### config.mk
export PLATFORM = sky130hd
export DESIGN_NAME = arb_me
export DESIGN_NICKNAME = d
export VERILOG_FILES = /design/src/rtl/arb_me_pkg.sv /design/src/rtl/arb_me_fifo.sv /design/src/rtl/arb_me.sv
export SDC_FILE = /design/constraint.sdc
export NUM_CORES = 1
export LEC_CHECK = 0
export BUFFER_PORTS_ARGS = -buffer_cell sky130_fd_sc_hd__clkbuf_2
export CORE_AREA = 2 2 347 349
export CTS_CLUSTER_SIZE = 10
export DETAILED_ROUTE_END_ITERATION = 10
export DIE_AREA = 0 0 349 351
export SLEW_MARGIN = 20
export SYNTH_ARGS = -nofsm -noshare
export SYNTH_HDL_FRONTEND = slang
export SYNTH_HIERARCHICAL = 1
export SYNTH_SLANG_ARGS = --single-unit
### constraint.sdc
create_clock -name clk -period 6.4 [get_ports clk]
set_clock_uncertainty 0.2 [all_clocks]
set_input_delay 0 -clock clk [delete_from_list [all_inputs] [get_ports clk]]
set_output_delay 0 -clock clk [all_outputs]
set_load 0.02 [all_outputs]
### src/rtl/arb_me_pkg.sv
// Shared definitions for the ICB N-to-1 arbiter: default field widths and grant mode encodings.
package arb_me_pkg;

  typedef enum logic {
    ARB_FIXED = 1'b0,
    ARB_RR    = 1'b1
  } arb_mode_e;

  localparam int unsigned ICB_AW_DFLT    = 32;
  localparam int unsigned ICB_DW_DFLT    = 64;
  localparam int unsigned ICB_USR_W_DFLT = 1;

  function automatic int unsigned clog2_min1(input int unsigned n);
    return (n > 1) ? $clog2(n) : 1;
  endfunction

endpackage

### src/rtl/arb_me_fifo.sv
// Simple synchronous FIFO: input ready is judged on registered occupancy only, and the head is not zeroed when empty.
module arb_me_fifo
  import arb_me_pkg::*;
#(
  parameter int unsigned DP = 4,
  parameter int unsigned DW = 4
) (
  input  logic          clk,
  input  logic          rst_n,
  input  logic          i_vld,
  output logic          i_rdy,
  input  logic [DW-1:0] i_dat,
  output logic          o_vld,
  input  logic          o_rdy,
  output logic [DW-1:0] o_dat
);

  localparam int unsigned PW = clog2_min1(DP);
  localparam int unsigned CW = $clog2(DP + 1);

  logic [DW-1:0] mem_q [DP];
  logic [PW-1:0] wptr_q, rptr_q;
  logic [CW-1:0] cnt_q;
  logic          push, pop;

  assign i_rdy = (cnt_q != CW'(DP));
  assign o_vld = (cnt_q != '0);
  assign o_dat = mem_q[rptr_q];
  assign push  = i_vld & i_rdy;
  assign pop   = o_vld & o_rdy;

  always_ff @(posedge clk or negedge rst_n) begin
    if (!rst_n) begin
      wptr_q <= '0;
      rptr_q <= '0;
      cnt_q  <= '0;
    end else begin
      if (push) wptr_q <= (wptr_q == PW'(DP - 1)) ? '0 : wptr_q + 1'b1;
      if (pop)  rptr_q <= (rptr_q == PW'(DP - 1)) ? '0 : rptr_q + 1'b1;
      case ({push, pop})
        2'b10:   cnt_q <= cnt_q + 1'b1;
        2'b01:   cnt_q <= cnt_q - 1'b1;
        default: cnt_q <= cnt_q;
      endcase
    end
  end

  always_ff @(posedge clk) begin
    if (push) mem_q[wptr_q] <= i_dat;
  end

endmodule

### src/rtl/arb_me.sv
// ICB N-to-1 arbiter: fixed-priority or round-robin command grant, held across slave stalls, with in-order response routing.
module arb_me
  import arb_me_pkg::*;
#(
  parameter int unsigned AW              = ICB_AW_DFLT,
  parameter int unsigned DW              = ICB_DW_DFLT,
  parameter int unsigned USR_W           = ICB_USR_W_DFLT,
  parameter int unsigned ARB_NUM         = 4,
  parameter int unsigned ARB_MODE        = 1,
  parameter int unsigned FIFO_DP         = 4,
  parameter int unsigned ALLOW_0CYCL_RSP = 1
) (
  input  logic                       clk,
  input  logic                       rst,
  input  logic [ARB_NUM-1:0]         i_bus_icb_cmd_vld,
  output logic [ARB_NUM-1:0]         i_bus_icb_cmd_rdy,
  input  logic [ARB_NUM-1:0]         i_bus_icb_cmd_read,
  input  logic [ARB_NUM*AW-1:0]      i_bus_icb_cmd_addr,
  input  logic [ARB_NUM*DW-1:0]      i_bus_icb_cmd_wdata,
  input  logic [ARB_NUM*(DW/8)-1:0]  i_bus_icb_cmd_wmask,
  input  logic [ARB_NUM*USR_W-1:0]   i_bus_icb_cmd_usr,
  output logic [ARB_NUM-1:0]         i_bus_icb_rsp_vld,
  input  logic [ARB_NUM-1:0]         i_bus_icb_rsp_rdy,
  output logic [ARB_NUM-1:0]         i_bus_icb_rsp_err,
  output logic [ARB_NUM*DW-1:0]      i_bus_icb_rsp_rdata,
  output logic [ARB_NUM*USR_W-1:0]   i_bus_icb_rsp_usr,
  output logic                       o_icb_cmd_vld,
  input  logic                       o_icb_cmd_rdy,
  output logic                       o_icb_cmd_read,
  output logic [AW-1:0]              o_icb_cmd_addr,
  output logic [DW-1:0]              o_icb_cmd_wdata,
  output logic [DW/8-1:0]            o_icb_cmd_wmask,
  output logic [USR_W-1:0]           o_icb_cmd_usr,
  input  logic                       o_icb_rsp_vld,
  output logic                       o_icb_rsp_rdy,
  input  logic                       o_icb_rsp_err,
  input  logic [DW-1:0]              o_icb_rsp_rdata,
  input  logic [USR_W-1:0]           o_icb_rsp_usr
);

  if (ARB_NUM == 1) begin : g_wire
    assign o_icb_cmd_vld       = i_bus_icb_cmd_vld;
    assign i_bus_icb_cmd_rdy   = o_icb_cmd_rdy;
    assign o_icb_cmd_read      = i_bus_icb_cmd_read;
    assign o_icb_cmd_addr      = i_bus_icb_cmd_addr;
    assign o_icb_cmd_wdata     = i_bus_icb_cmd_wdata;
    assign o_icb_cmd_wmask     = i_bus_icb_cmd_wmask;
    assign o_icb_cmd_usr       = i_bus_icb_cmd_usr;
    assign i_bus_icb_rsp_vld   = o_icb_rsp_vld;
    assign o_icb_rsp_rdy       = i_bus_icb_rsp_rdy;
    assign i_bus_icb_rsp_err   = o_icb_rsp_err;
    assign i_bus_icb_rsp_rdata = o_icb_rsp_rdata;
    assign i_bus_icb_rsp_usr   = o_icb_rsp_usr;
  end else begin : g_arb
    localparam int unsigned IW       = clog2_min1(ARB_NUM);
    localparam int unsigned MW       = DW / 8;
    localparam arb_mode_e   MODE     = (ARB_MODE == 0) ? ARB_FIXED : ARB_RR;
    localparam bit          ZERO_CYC = (ALLOW_0CYCL_RSP != 0);

    logic               lock_vld_q, lock_vld_d;
    logic [ARB_NUM-1:0] lock_sel_q, lock_sel_d;
    logic [IW-1:0]      rr_ptr_q, rr_ptr_d;
    logic [ARB_NUM-1:0] gnt, rsp_sel, fifo_o_dat;
    logic [IW-1:0]      gnt_idx;
    logic               cmd_en, cmd_hsk, rsp_hsk, bypass;
    logic               fifo_o_vld, fifo_i_vld;

    always_comb begin : p_grant
      logic        found;
      int unsigned idx;
      gnt   = '0;
      found = 1'b0;
      idx   = 0;
      if (lock_vld_q) begin
        gnt = lock_sel_q;
      end else if (MODE == ARB_FIXED) begin
        for (int unsigned k = 0; k < ARB_NUM; k++) begin
          if (i_bus_icb_cmd_vld[k] && !found) begin
            gnt[k] = 1'b1;
            found  = 1'b1;
          end
        end
      end else begin
        // Search starts at rr_ptr and wraps, so the last-served master has lowest priority.
        for (int unsigned k = 0; k < ARB_NUM; k++) begin
          idx = (32'(rr_ptr_q) + k) % ARB_NUM;
          if (i_bus_icb_cmd_vld[idx] && !found) begin
            gnt[idx] = 1'b1;
            found    = 1'b1;
          end
        end
      end
    end

    always_comb begin
      gnt_idx = '0;
      for (int unsigned k = 0; k < ARB_NUM; k++) begin
        if (gnt[k]) gnt_idx = IW'(k);
      end
    end

    always_comb begin
      o_icb_cmd_read  = 1'b0;
      o_icb_cmd_addr  = '0;
      o_icb_cmd_wdata = '0;
      o_icb_cmd_wmask = '0;
      o_icb_cmd_usr   = '0;
      for (int unsigned k = 0; k < ARB_NUM; k++) begin
        o_icb_cmd_read  = o_icb_cmd_read  | (i_bus_icb_cmd_read[k] & gnt[k]);
        o_icb_cmd_addr  = o_icb_cmd_addr  | (i_bus_icb_cmd_addr[k*AW +: AW] & {AW{gnt[k]}});
        o_icb_cmd_wdata = o_icb_cmd_wdata | (i_bus_icb_cmd_wdata[k*DW +: DW] & {DW{gnt[k]}});
        o_icb_cmd_wmask = o_icb_cmd_wmask | (i_bus_icb_cmd_wmask[k*MW +: MW] & {MW{gnt[k]}});
        o_icb_cmd_usr   = o_icb_cmd_usr   | (i_bus_icb_cmd_usr[k*USR_W +: USR_W] & {USR_W{gnt[k]}});
      end
    end

    assign o_icb_cmd_vld     = (|gnt) & cmd_en;
    assign i_bus_icb_cmd_rdy = gnt & {ARB_NUM{o_icb_cmd_rdy & cmd_en}};
    assign cmd_hsk           = o_icb_cmd_vld & o_icb_cmd_rdy;

    always_comb begin
      if (fifo_o_vld)    rsp_sel = fifo_o_dat;
      else if (ZERO_CYC) rsp_sel = gnt;
      else               rsp_sel = '0;
    end

    assign o_icb_rsp_rdy       = |(rsp_sel & i_bus_icb_rsp_rdy);
    assign rsp_hsk             = o_icb_rsp_vld & o_icb_rsp_rdy;
    assign i_bus_icb_rsp_vld   = rsp_sel & {ARB_NUM{o_icb_rsp_vld}};
    assign i_bus_icb_rsp_err   = rsp_sel & {ARB_NUM{o_icb_rsp_err}};
    assign i_bus_icb_rsp_rdata = {ARB_NUM{o_icb_rsp_rdata}};
    assign i_bus_icb_rsp_usr   = {ARB_NUM{o_icb_rsp_usr}};

    // A same-cycle response to a command issued with nothing outstanding never enters the FIFO.
    assign bypass     = ZERO_CYC & ~fifo_o_vld & cmd_hsk & rsp_hsk;
    assign fifo_i_vld = cmd_hsk & ~bypass;

    arb_me_fifo #(
      .DP (FIFO_DP),
      .DW (ARB_NUM)
    ) u_fifo (
      .clk   (clk),
      .rst_n (rst),
      .i_vld (fifo_i_vld),
      .i_rdy (cmd_en),
      .i_dat (gnt),
      .o_vld (fifo_o_vld),
      .o_rdy (rsp_hsk),
      .o_dat (fifo_o_dat)
    );

    always_comb begin
      lock_vld_d = lock_vld_q;
      lock_sel_d = lock_sel_q;
      rr_ptr_d   = rr_ptr_q;
      if (o_icb_cmd_vld && !o_icb_cmd_rdy) begin
        lock_vld_d = 1'b1;
        lock_sel_d = gnt;
      end else if (cmd_hsk) begin
        lock_vld_d = 1'b0;
      end
      if (cmd_hsk) rr_ptr_d = (gnt_idx == IW'(ARB_NUM - 1)) ? '0 : gnt_idx + 1'b1;
    end

    always_ff @(posedge clk or negedge rst) begin
      if (!rst) begin
        lock_vld_q <= 1'b0;
        lock_sel_q <= '0;
        rr_ptr_q   <= '0;
      end else begin
        lock_vld_q <= lock_vld_d;
        lock_sel_q <= lock_sel_d;
        rr_ptr_q   <= rr_ptr_d;
      end
    end
  end

endmodule

# Word-level counts from Yosys, hierarchy flattened
# Memory sizes are Yosys's and may differ from the RTL's.
# Cells that the tools add are included.
[classes]
addsub = 8
magnitude_cmp = 8
n_eq_ne = 6
n_mux = 42
bitwise_logic = 53
n_reduce_logical = 17
[ops]
columns = ["cell", "n"]
rows = [
  ["$and A64 B64 Y64", 4],
  ["$or A64 B64 Y64", 3],
  ["$and A32 B32 Y32", 4],
  ["$or A32 B32 Y32", 3],
  ["$mux W4", 9],
  ["$and A8 B8 Y8", 4],
  ["$or A8 B8 Y8", 3],
  ["$mux W1", 19],
  ["$and A1 B1 Y1", 17],
  ["$and A4 B4 Y4", 4],
  ["$lt A2 B3 Y1 const B", 4],
  ["$or A4 B4 Y4", 3],
  ["$mux W2", 5],
  ["$add A2 B1 Y2 const B", 4],
  ["$bmux W1 S2", 4],
  ["$demux W1 S2", 4],
  ["$eq A2 B2 Y1 const B", 4],
  ["$ge A2 B1 Y1 const B", 4],
  ["$logic_and A1 B1 Y1", 8],
  ["$reduce_or A4 Y1", 2],
  ["$or A1 B1 Y1", 6],
  ["$pmux W3 S2", 1],
  ["$add A2 B2 Y2 const B", 2],
  ["$logic_not A1 Y1", 4],
  ["other kinds (7)", 9],
]
[word_totals]
regBits = 14
ramBits = 16
in_bits = 502
output_inout_bits = 380
n_memories = 1
[memory_table]
columns = ["memory", "words", "word_bits", "rd", "rd_clocked_by_memory_dff", "write_ports", "line_no", "source"]
rows = [
  ["g_arb.u_fifo.mem_q", 4, 4, 1, 0, 1, "arb_me_fifo.sv:21", "logic [DW-1:0] mem_q [DP];"],
]

# Longest topological paths before layout
# Gate-level depths: netlist (run 1).
[logic_depth]
ltp_word = 26
depth_mapped = 19

# Cells and area by module
# The synthesis (run 1) kept the hierarchy.
[by_module_without_submodules]
columns = ["mod", "instances", "cells_each", "area_each_um2", "seq_area_each_um2"]
rows = [
  ["arb_me", 1, 738, 5026.1, 175.2],
  ["arb_me_fifo", 1, 61, 1032.2, 655.6],
]

# Worst setup path after synthesis (run 1)
# OpenSTA, ideal clock, no wires.
[synth_timing]
path_kind = "register -> register"
startpoint = "register g_arb.rr_ptr_q[0]"
endpoint = "register g_arb.u_fifo.cnt_q[2]"
setup_time_ps = 125
arrival_ps = 3823
required_time_ps = 6075
setup_slack_ps = 2251
path_stages_with_launch = 19
n_path_buf = 2
period_less_slack_ps = 4149
path_cell_list = "dfrtp_1 > buf_2 > inv_1 > ha_1 > mux4_2 > or3b_1 > a221o_1 > o211ai_2 > buf_6 > nor4_2 > nor4_1 > and2_4 > inv_1 > ha_1 > inv_1 > fa_1 > xor2_1 > nor2_1 > xor2_1"
[synth_via]
elab_chain_len = 26
word_cells_on_any_way = 71
[synth_rtl]
columns = ["element", "line_no", "source"]
rows = [
  ["start, declared", "arb_me.sv:62", "logic [IW-1:0] rr_ptr_q, rr_ptr_d;"],
  ["start signal, assigned", "arb_me.sv:173", "rr_ptr_q <= rr_ptr_d;"],
  ["parallel branches: the longest is 14 deep, another holds $lt A2 B3 Y1", "--", ""],
  ["$mux W4 *", "arb_me.sv:87", "if (i_bus_icb_cmd_vld[idx] && !found) begin"],
  ["$mux W4 *", "arb_me.sv:74", "if (lock_vld_q) begin"],
  ["$reduce_or A4 Y1 / $mux W4 (equally long branches)", "arb_me.sv:117, arb_me.sv:122", ""],
  ["$and A1 B1 Y1 / $and A4 B4 Y4 (equally long branches)", "arb_me.sv:117, arb_me.sv:127", ""],
  ["$and A1 B1 Y1 / $reduce_or A4 Y1 (equally long branches)", "arb_me.sv:119, arb_me.sv:127", ""],
  ["$and A1 B1 Y1 (on tied branches)", "arb_me.sv:135, arb_me.sv:128", ""],
  ["$and A1 B1 Y1", "arb_me.sv:135", "assign bypass = ZERO_CYC & ~fifo_o_vld & cmd_hsk & rsp_hsk;"],
  ["$not A1 Y1", "arb_me.sv:136", "assign fifo_i_vld = cmd_hsk & ~bypass;"],
  ["$and A1 B1 Y1 *", "arb_me.sv:136", ""],
  ["named net g_arb.fifo_i_vld", "arb_me.sv:66", "logic fifo_o_vld, fifo_i_vld;"],
  ["$and A1 B1 Y1 *", "arb_me_fifo.sv:29", "assign push = i_vld & i_rdy;"],
  ["$eq A2 B1 Y1 / $eq A2 B2 Y1 (equally long branches)", "arb_me_fifo.sv:40", "case ({push, pop})"],
  ["$pmux W3 S2 / $reduce_bool A2 Y1 (equally long branches)", "--", ""],
  ["end signal, assigned", "arb_me_fifo.sv:41", "2'b10: cnt_q <= cnt_q + 1'b1;"],
  ["end signal, assigned", "arb_me_fifo.sv:42", "2'b01: cnt_q <= cnt_q - 1'b1;"],
  ["end signal, assigned", "arb_me_fifo.sv:43", "default: cnt_q <= cnt_q;"],
  ["end, declared", "arb_me_fifo.sv:23", "logic [CW-1:0] cnt_q;"],
]
# Mark *: on every way through the listed nets, which the timed path passes. The select of a mux whose other input is x is not followed.
# A chain may end at the register's enable or synchronous reset.

# Worst setup path in the final report (run 1)
# Same ends and word-level chain as after synthesis.

==> impl_results.md, run 1 <==
- WL/cell: 22.8 µm
- Share of layout cells above drive strength 1: between 50% and 60%
- Post-synth ARST share: 46.7%
- Critical path type: reg2reg
- Worst reg2reg path endpoint: g_arb.u_fifo/cnt_q[2]
- Final worst-path cycle share: 77.0%
- CP max-delay cell: a22o_4
- WP data arrival: 4890 ps
- Yosys top cell area share: 32.2%
- TritonCTS clock tree: built
- Number of flops mapped to enable cells by yosys: 16
- Relative slew slack: a little under a quarter
- Hpwl dp: 56.0 mm
- Critical path, cell by cell: inv_1 -> ha_1 -> mux4_2 -> nor4b_4 -> and2_1 -> a22o_4 -> nor4_2 -> nor4_1 -> and2_4 -> inv_1 -> ha_1 -> inv_1 -> fa_1 -> xor2_1 -> nor2_1 -> xor2_1
- DRC Markers: 0
- Setup crit end: g_arb.u_fifo/cnt_q[2]
- Clock Tree Root: clkbuf_16
- Slew Viols, Final: 0
- Reg2Reg Depth: 16
- Status: finished clean
- Crit. End Element: register
- Row count: 127
- Slew of the pin with the lowest slew margin: between 1000 and 1500 ps
- Total gr overflow: 0
- # clock sinks: 30
- Synth cell types: 59
- Sum Neg Setup Slack: 0 ps
- Clock Path Buffers: 2
- Min cycle time layout: 4930 ps
- Min-Delay Path Class: in2out
- Fin util: 8.06%
- Synth-to-Final Area Change: 58.3%
- Gate Count Post-Synth: 799
- CP startpoint kind: register
- First-pass DRT Iterations: 9
- Fin. Hold Viols: 0
- Critical path data required time: 6360 ps
- # H-tree levels: 2
- Full die area: approximately 120000 µm²
- Most frequent cell after synthesis: buf_4
- Cell count along the critical path: 16
- Worst-path maximum fanout: 58
- Synthesized Nets: roughly 1.3k
- Post-synthesis area per instance: 7.58 µm²
- Final net count: 1643
- Max incr delay on CP: roughly 620 ps
- Prevailing post-synth register cell: edfxtp_1
- Power density over the cells: 104 nW/µm²
- Worst setup margin: around 1500 ps
- Die Span Y: 351 µm
- Yosys Warn Count: 6
- GRT Util Overall: 9.25%
- Placer congestion estimate: between 0.8 and 0.9
- Vias per cell: 2.85
- VDD IR-drop max: 109 µV
- Post-route antenna net violation count: 0
- # setup viols final: 0
- Unrepaired setup endpoints after global routing: false
- Worst reg2reg path startpoint: g_arb.rr_ptr_q[0]
- First-pass GRT wire length: 73.0 mm
- Largest net degree at the start of global routing: around 120
- Initial antenna violation count: 25
- MaxCap Viol Count: 0
- Critical path's most frequent cell: inv_1
- DR iter-0 viols: 881
- IO Pins: 882
- Post-CTS Resized: 0
- Worst Setup SP: g_arb.rr_ptr_q[0]
- Die Wd: 349 µm
- Clock slew at reported path FFs: about 50 ps
- # fillers: 14.0k
- F_max: 203 MHz
- Post-synthesis sequential area ratio: 13.7%
- Starting Density: 5.09%
- Clock buffer count from CTS: 5
- Power Total: 0.993 mW
- Vias in the first global route: 7290
- Final WL: 61.3 mm
- Worst-Skew Late Latency: ~280 ps
- #FFs+latches synth: 30
- Buf/Inv on CP: 3
- Synth cell count leaders: 260 x buf_4, 222 x nand2_1, 107 x a222oi_1
- Leakage: between 4 and 5 nW
- Reg2reg setup slack: 1470 ps
- Worst slack, placed: 1460 ps
- Port buffer count: 556
- Crit path max-delay family: simple AND/OR/NAND/NOR gates
- Leading area contributor after synthesis: buf_4
- DR vias: 7653
- Core ar.: between 100000 and 150000 µm²
- Post-Syn Area: 6060 µm²
- Synth top area cells: buf_4 32%, a222oi_1 18%, nand2_1 14%
==> cell families after synthesis <==
family / count (synthesis) / synth area share [%]
buf+inv: 331 / 37.6
simple gates: 265 / 18.4
compound gates: 141 / 22.6
flops: 30 / 13.7
mux: 16 / 4.50
fa+ha+maj: 13 / 2.81
xor+xnor: 3 / 0.434
==> stage by stage <==
stage          instances  instance area (µm²)  hold slack (ps)
2_1_floorplan        799                 6060             -496
3_3_place_gp        2596                 8660             -260
3_5_place_dp        2596                 8660             -254
4_1_cts             2677                 9580              103
5_1_grt             2686                 9590              111
6_report            2689                 9590             97.0
==> routing by layer <==
layer / part of all wire [%] / vias up / global-route usage (%)
li1: - / 3321 / -
met1: 40 / 3620 / 10.8
met2: 47 / 620 / 16.1
met3: 9.3 / 84 / 2.99
met4: 3.2 / 8 / 2.52
met5: 0.072 / - / 0
==> layout make-up <==
class                      count  area, µm²  share of cell area [%]
tap                         1548       1940                    20.2
clock buffer                   5        125                    1.30
inverter                      17       66.3                   0.691
timing repair buffer         636       3610                    37.7
sequential                    30        831                    8.66
antenna                       12       30.0                   0.313
multi-input combinational    438       2970                    31.0
clock inverter                 3       16.3                   0.170
==> power by group <==
part / internal, mW / switching (mW) / total, mW
Combinational: 0.212 / 0.315 / 0.526
Clock: 0.141 / 0.0805 / 0.222
Sequential: 0.220 / 0.0250 / 0.245
==> worst min path at each step <==
stage / startpoint / end / cells after the start
floorplan: rst / g_arb.lock_sel_q[0] / 0
global placement: rst / g_arb.u_fifo/wptr_q[0] / 1
detailed placement: rst / g_arb.u_fifo/wptr_q[0] / 1
CTS: i_bus_icb_cmd_wdata[9] / o_icb_cmd_wdata[9] / 4
global route: o_icb_rsp_rdata[10] / i_bus_icb_rsp_rdata[202] / 1
finish: o_icb_rsp_rdata[10] / i_bus_icb_rsp_rdata[202] / 1
==> what timing repair did <==
action                    4_1_cts  5_1_grt
hold endpoints to repair      278        0
buffers inserted                0        0
hold buffers                   73        0
==> cell usage in the layout, fill, tap and decap left out, drive strengths merged, types with 2 or more instances in the layout <==
cell type	n
a21oi	2
a222oi	107
a22o	7
a2bb2oi	3
and2	4
and3	5
buf	15
clkbuf	561
clkinv	2
dfrtp	14
diode	12
dlygate4sd3	65
edfxtp	16
ha	12
inv	17
mux2	4
mux2i	4
mux4	8
nand2	222
nand2b	3
nor2	15
nor2b	4
nor4	2
nor4b	2
o21ai	3
o21bai	2
o31ai	3
o41ai	2
or3b	2
xor2	2
==> state kept, by name (all words and copies together), names as in the netlist <==
signal and count:
g_arb.lock_vld_q 1, g_arb.u_fifo/cnt_q 3, g_arb.u_fifo/rptr_q 2, g_arb.u_fifo/mem_q 16, g_arb.u_fifo/wptr_q 2, g_arb.rr_ptr_q 2
g_arb.lock_sel_q 4
No activity file was read; power rests on OpenSTA's default activity.
==> run 2: changes to the inputs <==
- CORE_AREA: 2 2 347 349 -> 2 2 340 342
- DIE_AREA: 0 0 349 351 -> 0 0 342 344
- clock period: 6.4 -> 4.5 ns (I/O delays scaled with it)
==> impl_results.md, run 2 (synthesis gave the netlist of run 1 again) <==
- WL/cell: 21.9 µm
- Clock Path Buffers: 2
- GRT Util Overall: 9.14%
- Post-route antenna net violation count: 0
- Starting Density: 5.32%
- Status: finished clean
- Post-CTS Setup Bufs: 0
- # clock sinks: 30
- Largest net degree at the start of global routing: 118
- MaxCap Viol Count: 0
- VDD IR-drop max: 190 µV
- Slew Viols, Final: 0
- F_max: 236 MHz
- Row count: 124
- Full die area: 118000 µm²
- Critical path type: reg2reg
- DR iter-0 viols: between 500 and 600
- Core ar.: 114000 µm²
- Min cycle time layout: roughly 4200 ps
- DR vias: 7500
- Unrepaired setup endpoints after global routing: false
- Largest regs: g_arb.u_fifo/mem_q (16), g_arb.lock_sel_q (4), g_arb.u_fifo/cnt_q (3)
- Placed cell count: 2563
- DRC Markers: 0
- Clock Tree Root: clkbuf_16
- Hpwl dp: 51.4 mm
- # fillers: 13.4k
- Max FFs per register: 16
- Worst-Skew Late Latency: 270 ps
- Die Span Y: 344 µm
- Synth-to-Final Area Change: 57.3%
- Min-Delay Path Class: in2out
- Placer congestion estimate: 0.827
- # setup viols final: 0
- Register bank with the most flops: g_arb.u_fifo/mem_q
- WP data arrival: 4240 ps
- Die Wd: 342 µm
- Final net count: ~1.6k
- Critical path data required time: 4500 ps
- Most common cell after layout, fill and taps aside: clkbuf_2
- TritonCTS clock tree: built
- Vias in the first global route: 7398
- Slew of the pin with the lowest slew margin: 1150 ps
- Fin. Hold Viols: 0
- Fin util: 8.37%
- Leakage: 4.59 nW
- Final worst-path cycle share: 94.3%
- Total gr overflow: 0
- # H-tree levels: 2
- Relative slew slack: 23.2%
- Final WL: just under 60 mm
- Number of non-filler instances in the completed layout: 2648
- Share of layout cells above drive strength 1: 53.7%
- First-pass DRT Iterations: 9
- Crit. End Element: register
- IO Pins: 882
- Sum Neg Setup Slack: 0 ps
- Initial antenna violation count: 22
- Commonest non-fill, non-tap cells in the layout: 556 x clkbuf_2, 222 x nand2_1, 107 x a222oi_1
- Clock slew at reported path FFs: 50 ps
- Port buffer count: 556
- Vias per cell: 2.83
- Clock buffer count from CTS: 5
- Worst-path maximum fanout: 9
- CP startpoint kind: register
- Power density over the cells: 145 nW/µm²
- First-pass GRT wire length: 69.9 mm
-- run 2: changes by cell type in the layout (fill, tap and decap cells not counted), sizes merged --
cell | before | now
buf | 15 | 10
clkbuf | 561 | 562
dlygate4sd3 | 65 | 68
clkinvlp | 1 | 0
diode | 12 | 9
-- run 2: stage by stage --
step	instance area [µm²]	hold slack (ps)	power [mW]	worst slack [ps]
6_report	9530	107	1.38	255
5_1_grt	9530	129	1.46	44.2
4_1_cts	9490	112	1.38	179
3_5_place_dp	8670	-249	0.818	189
3_3_place_gp	8670	-256	0.812	336
2_1_floorplan	6060	-496	0.891	351
-- run 2: area by class of cell --
| type | instances | area [µm²] | share of cell area (%) |
|---|---|---|---|
| antenna | 9 | 22.5 | 0.236 |
| clock inverter | 2 | 8.76 | 0.0919 |
| sequential | 30 | 832 | 8.73 |
| tap | 1512 | 1890 | 19.9 |
| clock buffer | 6 | 129 | 1.35 |
| timing repair buffer | 634 | 3590 | 37.7 |
| inverter | 17 | 66.3 | 0.696 |
| multi-input combinational | 438 | 2990 | 31.4 |
-- run 2: repair_timing --
action,in CTS,in global routing
hold endpoints to repair,278,0
resized for setup,0,3
hold buffers,68,0
endpoints found under the setup margin,0,1
-- run 2: critical path, stage by stage (launching register included) --
cell	delay, ps
dfrtp_2	430
inv_1	110
ha_1	330
mux4_2	440
or3b_1	390
a221o_1	390
o221a_2	280
nor2_1	150
nor4_2	60
buf_4	180
and2_4	150
inv_1	50
ha_1	170
inv_1	60
fa_1	370
xor2_1	150
nor2_1	110
xor2_1	160
-- run 2: power breakdown --
group / internal, mW / switching, mW / leakage [nW]
registers: 0.313 / 0.0340 / 0.299
logic: 0.292 / 0.433 / 4.22
clock network: 0.201 / 0.109 / 0.0683
-- run 2: path summary, 6_finish.rpt --
check                                       start  slack (ps)               endpoint  cells past startpoint
setup / recovery                g_arb.rr_ptr_q[1]         250  g_arb.u_fifo/cnt_q[2]                     17
hold / removal             i_bus_icb_cmd_wdata[9]         110     o_icb_cmd_wdata[9]                      4
setup reg to reg                g_arb.rr_ptr_q[1]         250  g_arb.u_fifo/cnt_q[2]                     17
hold reg to reg             g_arb.u_fifo/cnt_q[2]         290  g_arb.u_fifo/cnt_q[2]                      1
max in group asynchronous                     rst        2950      g_arb.rr_ptr_q[1]                      3
min in group asynchronous                     rst         650    g_arb.lock_sel_q[1]                      3
-- run 2: layer usage --
| layer | share of wire (%) | track usage [%] | wire length, µm | vias up |
|---|---|---|---|---|
| met5 | 0.32 | 0.881 | 186 | - |
| li1 | - | - | - | 3310 |
| met2 | 45 | 14.9 | 26100 | 606 |
| met4 | 2.9 | 2.50 | 1700 | 8 |
| met1 | 43 | 11.7 | 25100 | 3511 |
| met3 | 8.5 | 2.40 | 4950 | 65 |
==> run 3: changes to the inputs <==
- BUFFER_PORTS_ARGS: -buffer_cell sky130_fd_sc_hd__clkbuf_2 -> -buffer_cell sky130_fd_sc_hd__buf_2
==> impl_results.md, run 3 (synthesis gave the netlist of run 1 again) <==
- Status: finished clean
- # H-tree levels: 2
- WP data arrival: 4300 ps
- Min cycle time layout: 4310 ps
- Full die area: 118000 µm²
- Starting Density: 5.32%
- Worst-Skew Late Latency: 270 ps
- Unrepaired setup endpoints after global routing: true
- Post-DP Area: 8690 µm²
- Share of layout cells above drive strength 1: 53.7%
- MaxCap Viol Count: 0
- Final net count: roughly 1.6k
- Clock Path Buffers: 2
- First-pass GRT wire length: between 70 and 80 mm
- Largest net degree at the start of global routing: approximately 120
- DRC Markers: 0
- Die Span Y: roughly 340 µm
- Hold EP: o_icb_cmd_addr[14]
- Slew Viols, Final: 0
- Core ar.: 114000 µm²
- Placer congestion estimate: approximately 0.83
- DR vias: 7673
- CP startpoint kind: register
- Clock buffer count from CTS: 5
- Global route hottest layer: met2
- Total gr overflow: 0
- # clock sinks: 30
- Max FFs per register: 16
- Finished Cell Area: 9580 µm²
- Clock slew at reported path FFs: 50 ps
- Final WL: 58.6 mm
- Crit. End Element: register
- IO Pins: slightly below 900
- Final worst-path cycle share: 95.7%
- Critical path data required time: about 4500 ps
- Power density over the cells: 145 nW/µm²
- GR Util met2: between 15 and 20%
- Initial antenna violation count: 26
- Worst reg2reg path startpoint: g_arb.rr_ptr_q[1]
- Largest regs: g_arb.u_fifo/mem_q (16), g_arb.lock_sel_q (4), g_arb.u_fifo/cnt_q (3)
- Relative slew slack: roughly 26%
- # fillers: about 13k
- Critical path type: reg2reg
- Vias per cell: between 2 and 3
- Min-Delay Path Class: in2out
- Met1 Usage GRT: a little under an eighth
- Hpwl dp: 52.0 mm
- Most common cell after layout, fill and taps aside: buf_2
- Vias in the first global route: between 7k and 8k
- F_max: 232 MHz
- Commonest non-fill, non-tap cells in the layout: 556 x buf_2, 222 x nand2_1, 107 x a222oi_1
- VDD IR-drop max: ~130 µV
- First-pass DRT Iterations: 7
- Reg2reg setup slack: a little under 200 ps
- Die Wd: approximately 340 µm
- Register bank with the most flops: g_arb.u_fifo/mem_q
- WL/cell: approximately 22 µm
- Hold path startpoint: i_bus_icb_cmd_addr[14]
- Worst-path maximum fanout: 9
- Post-CTS Setup Bufs: 0
- GRT Util Overall: 9.16%
- Fin. Hold Viols: 0
- DR iter-0 viols: between 600 and 700
- # setup viols final: 0
- Post-route antenna net violation count: 0
- Port buffer count: 556
- TritonCTS clock tree: built
- Clock Tree Root: clkbuf_16
- Worst reg2reg path endpoint: g_arb.u_fifo/cnt_q[2]
- Reg2Reg Depth: 17
- Row count: ~120
- Synth-to-Final Area Change: 58.2%
- Hold Path Stages: 4
- Leakage: 4.61 nW
- Power Total: 1.39 mW
- Slew of the pin with the lowest slew margin: around 1100 ps
- Grt met3 use: 3.16%
## run 3: changes by cell type in the layout (fill, tap and decap cells not counted), moves of 2 or more
cell | previous run | this run
buf_2 | 0 | 556
clkbuf_2 | 556 | 0
diode_2 | 9 | 27
buf_4 | 6 | 8
## run 3: through the flow
| stage | std cells | TNS, ps | hold slack (ps) | setup WS (ps) | utilization (%) |
|---|---|---|---|---|---|
| 2_1_floorplan | 799 | 0 | -496 | 351 | - |
| 3_3_place_gp | 2565 | 0 | -268 | 337 | 7.63 |
| 3_5_place_dp | 2565 | 0 | -269 | 203 | 7.63 |
| 4_1_cts | 2641 | 0 | 104 | 184 | 8.35 |
| 5_1_grt | 2665 | -25.7 | 132 | -25.7 | 8.41 |
| 6_report | 2668 | 0 | 106 | 192 | 8.42 |
## run 3: worst max-delay path by stage
stage / from / end / slack (ps) / cells after the start
floorplan: g_arb.rr_ptr_q[0] / g_arb.u_fifo/cnt_q[2] / 350 / 18
global placement: g_arb.rr_ptr_q[1] / g_arb.u_fifo/cnt_q[2] / 340 / 17
detailed placement: g_arb.rr_ptr_q[1] / g_arb.u_fifo/cnt_q[2] / 200 / 18
CTS: g_arb.rr_ptr_q[1] / g_arb.u_fifo/cnt_q[2] / 180 / 18
global route: g_arb.rr_ptr_q[1] / g_arb.u_fifo/cnt_q[2] / -30 / 17
finish: g_arb.rr_ptr_q[1] / g_arb.u_fifo/cnt_q[2] / 190 / 17
## run 3: what timing repair did
| action | 4_1_cts | 5_1_grt |
|---|---|---|
| resized for setup | 0 | 1 |
| endpoints found under the hold margin | 278 | 0 |
| hold buffers | 68 | 0 |
| endpoints found under the setup margin | 0 | 1 |
## run 3: area by class of cell
class                           count  area (µm²)  share of cell area [%]
Antenna cell                       27        67.6                   0.705
Clock buffer                        6         129                    1.34
Clock inverter                      2        10.0                   0.104
Inverter                           17        66.3                   0.692
Multi-Input combinational cell    438        2990                    31.1
Sequential cell                    30         831                    8.67
Tap cell                         1512        1890                    19.7
Timing Repair Buffer              636        3600                    37.6
## run 3: critical path, stage by stage (launching register included)
cell	delay, ps
dfrtp_1	450
inv_1	130
ha_1	350
mux4_2	440
or3b_1	390
a221o_1	390
o221a_2	270
nor2_1	100
nor4_1	60
buf_4	190
and2_4	150
inv_1	60
ha_1	180
inv_1	60
fa_1	370
xor2_1	150
nor2_1	110
xor2_1	170
## run 3: power by group
part / switching, mW / internal, mW
clock network: 0.110 / 0.202
registers: 0.0352 / 0.313
logic: 0.436 / 0.292
## run 3: metal layers
metal  wire (µm)  part of all wire [%]
met5          78                  0.13
met4        1400                   2.4
met3        6140                    10
met2       26500                    45
met1       24500                    42
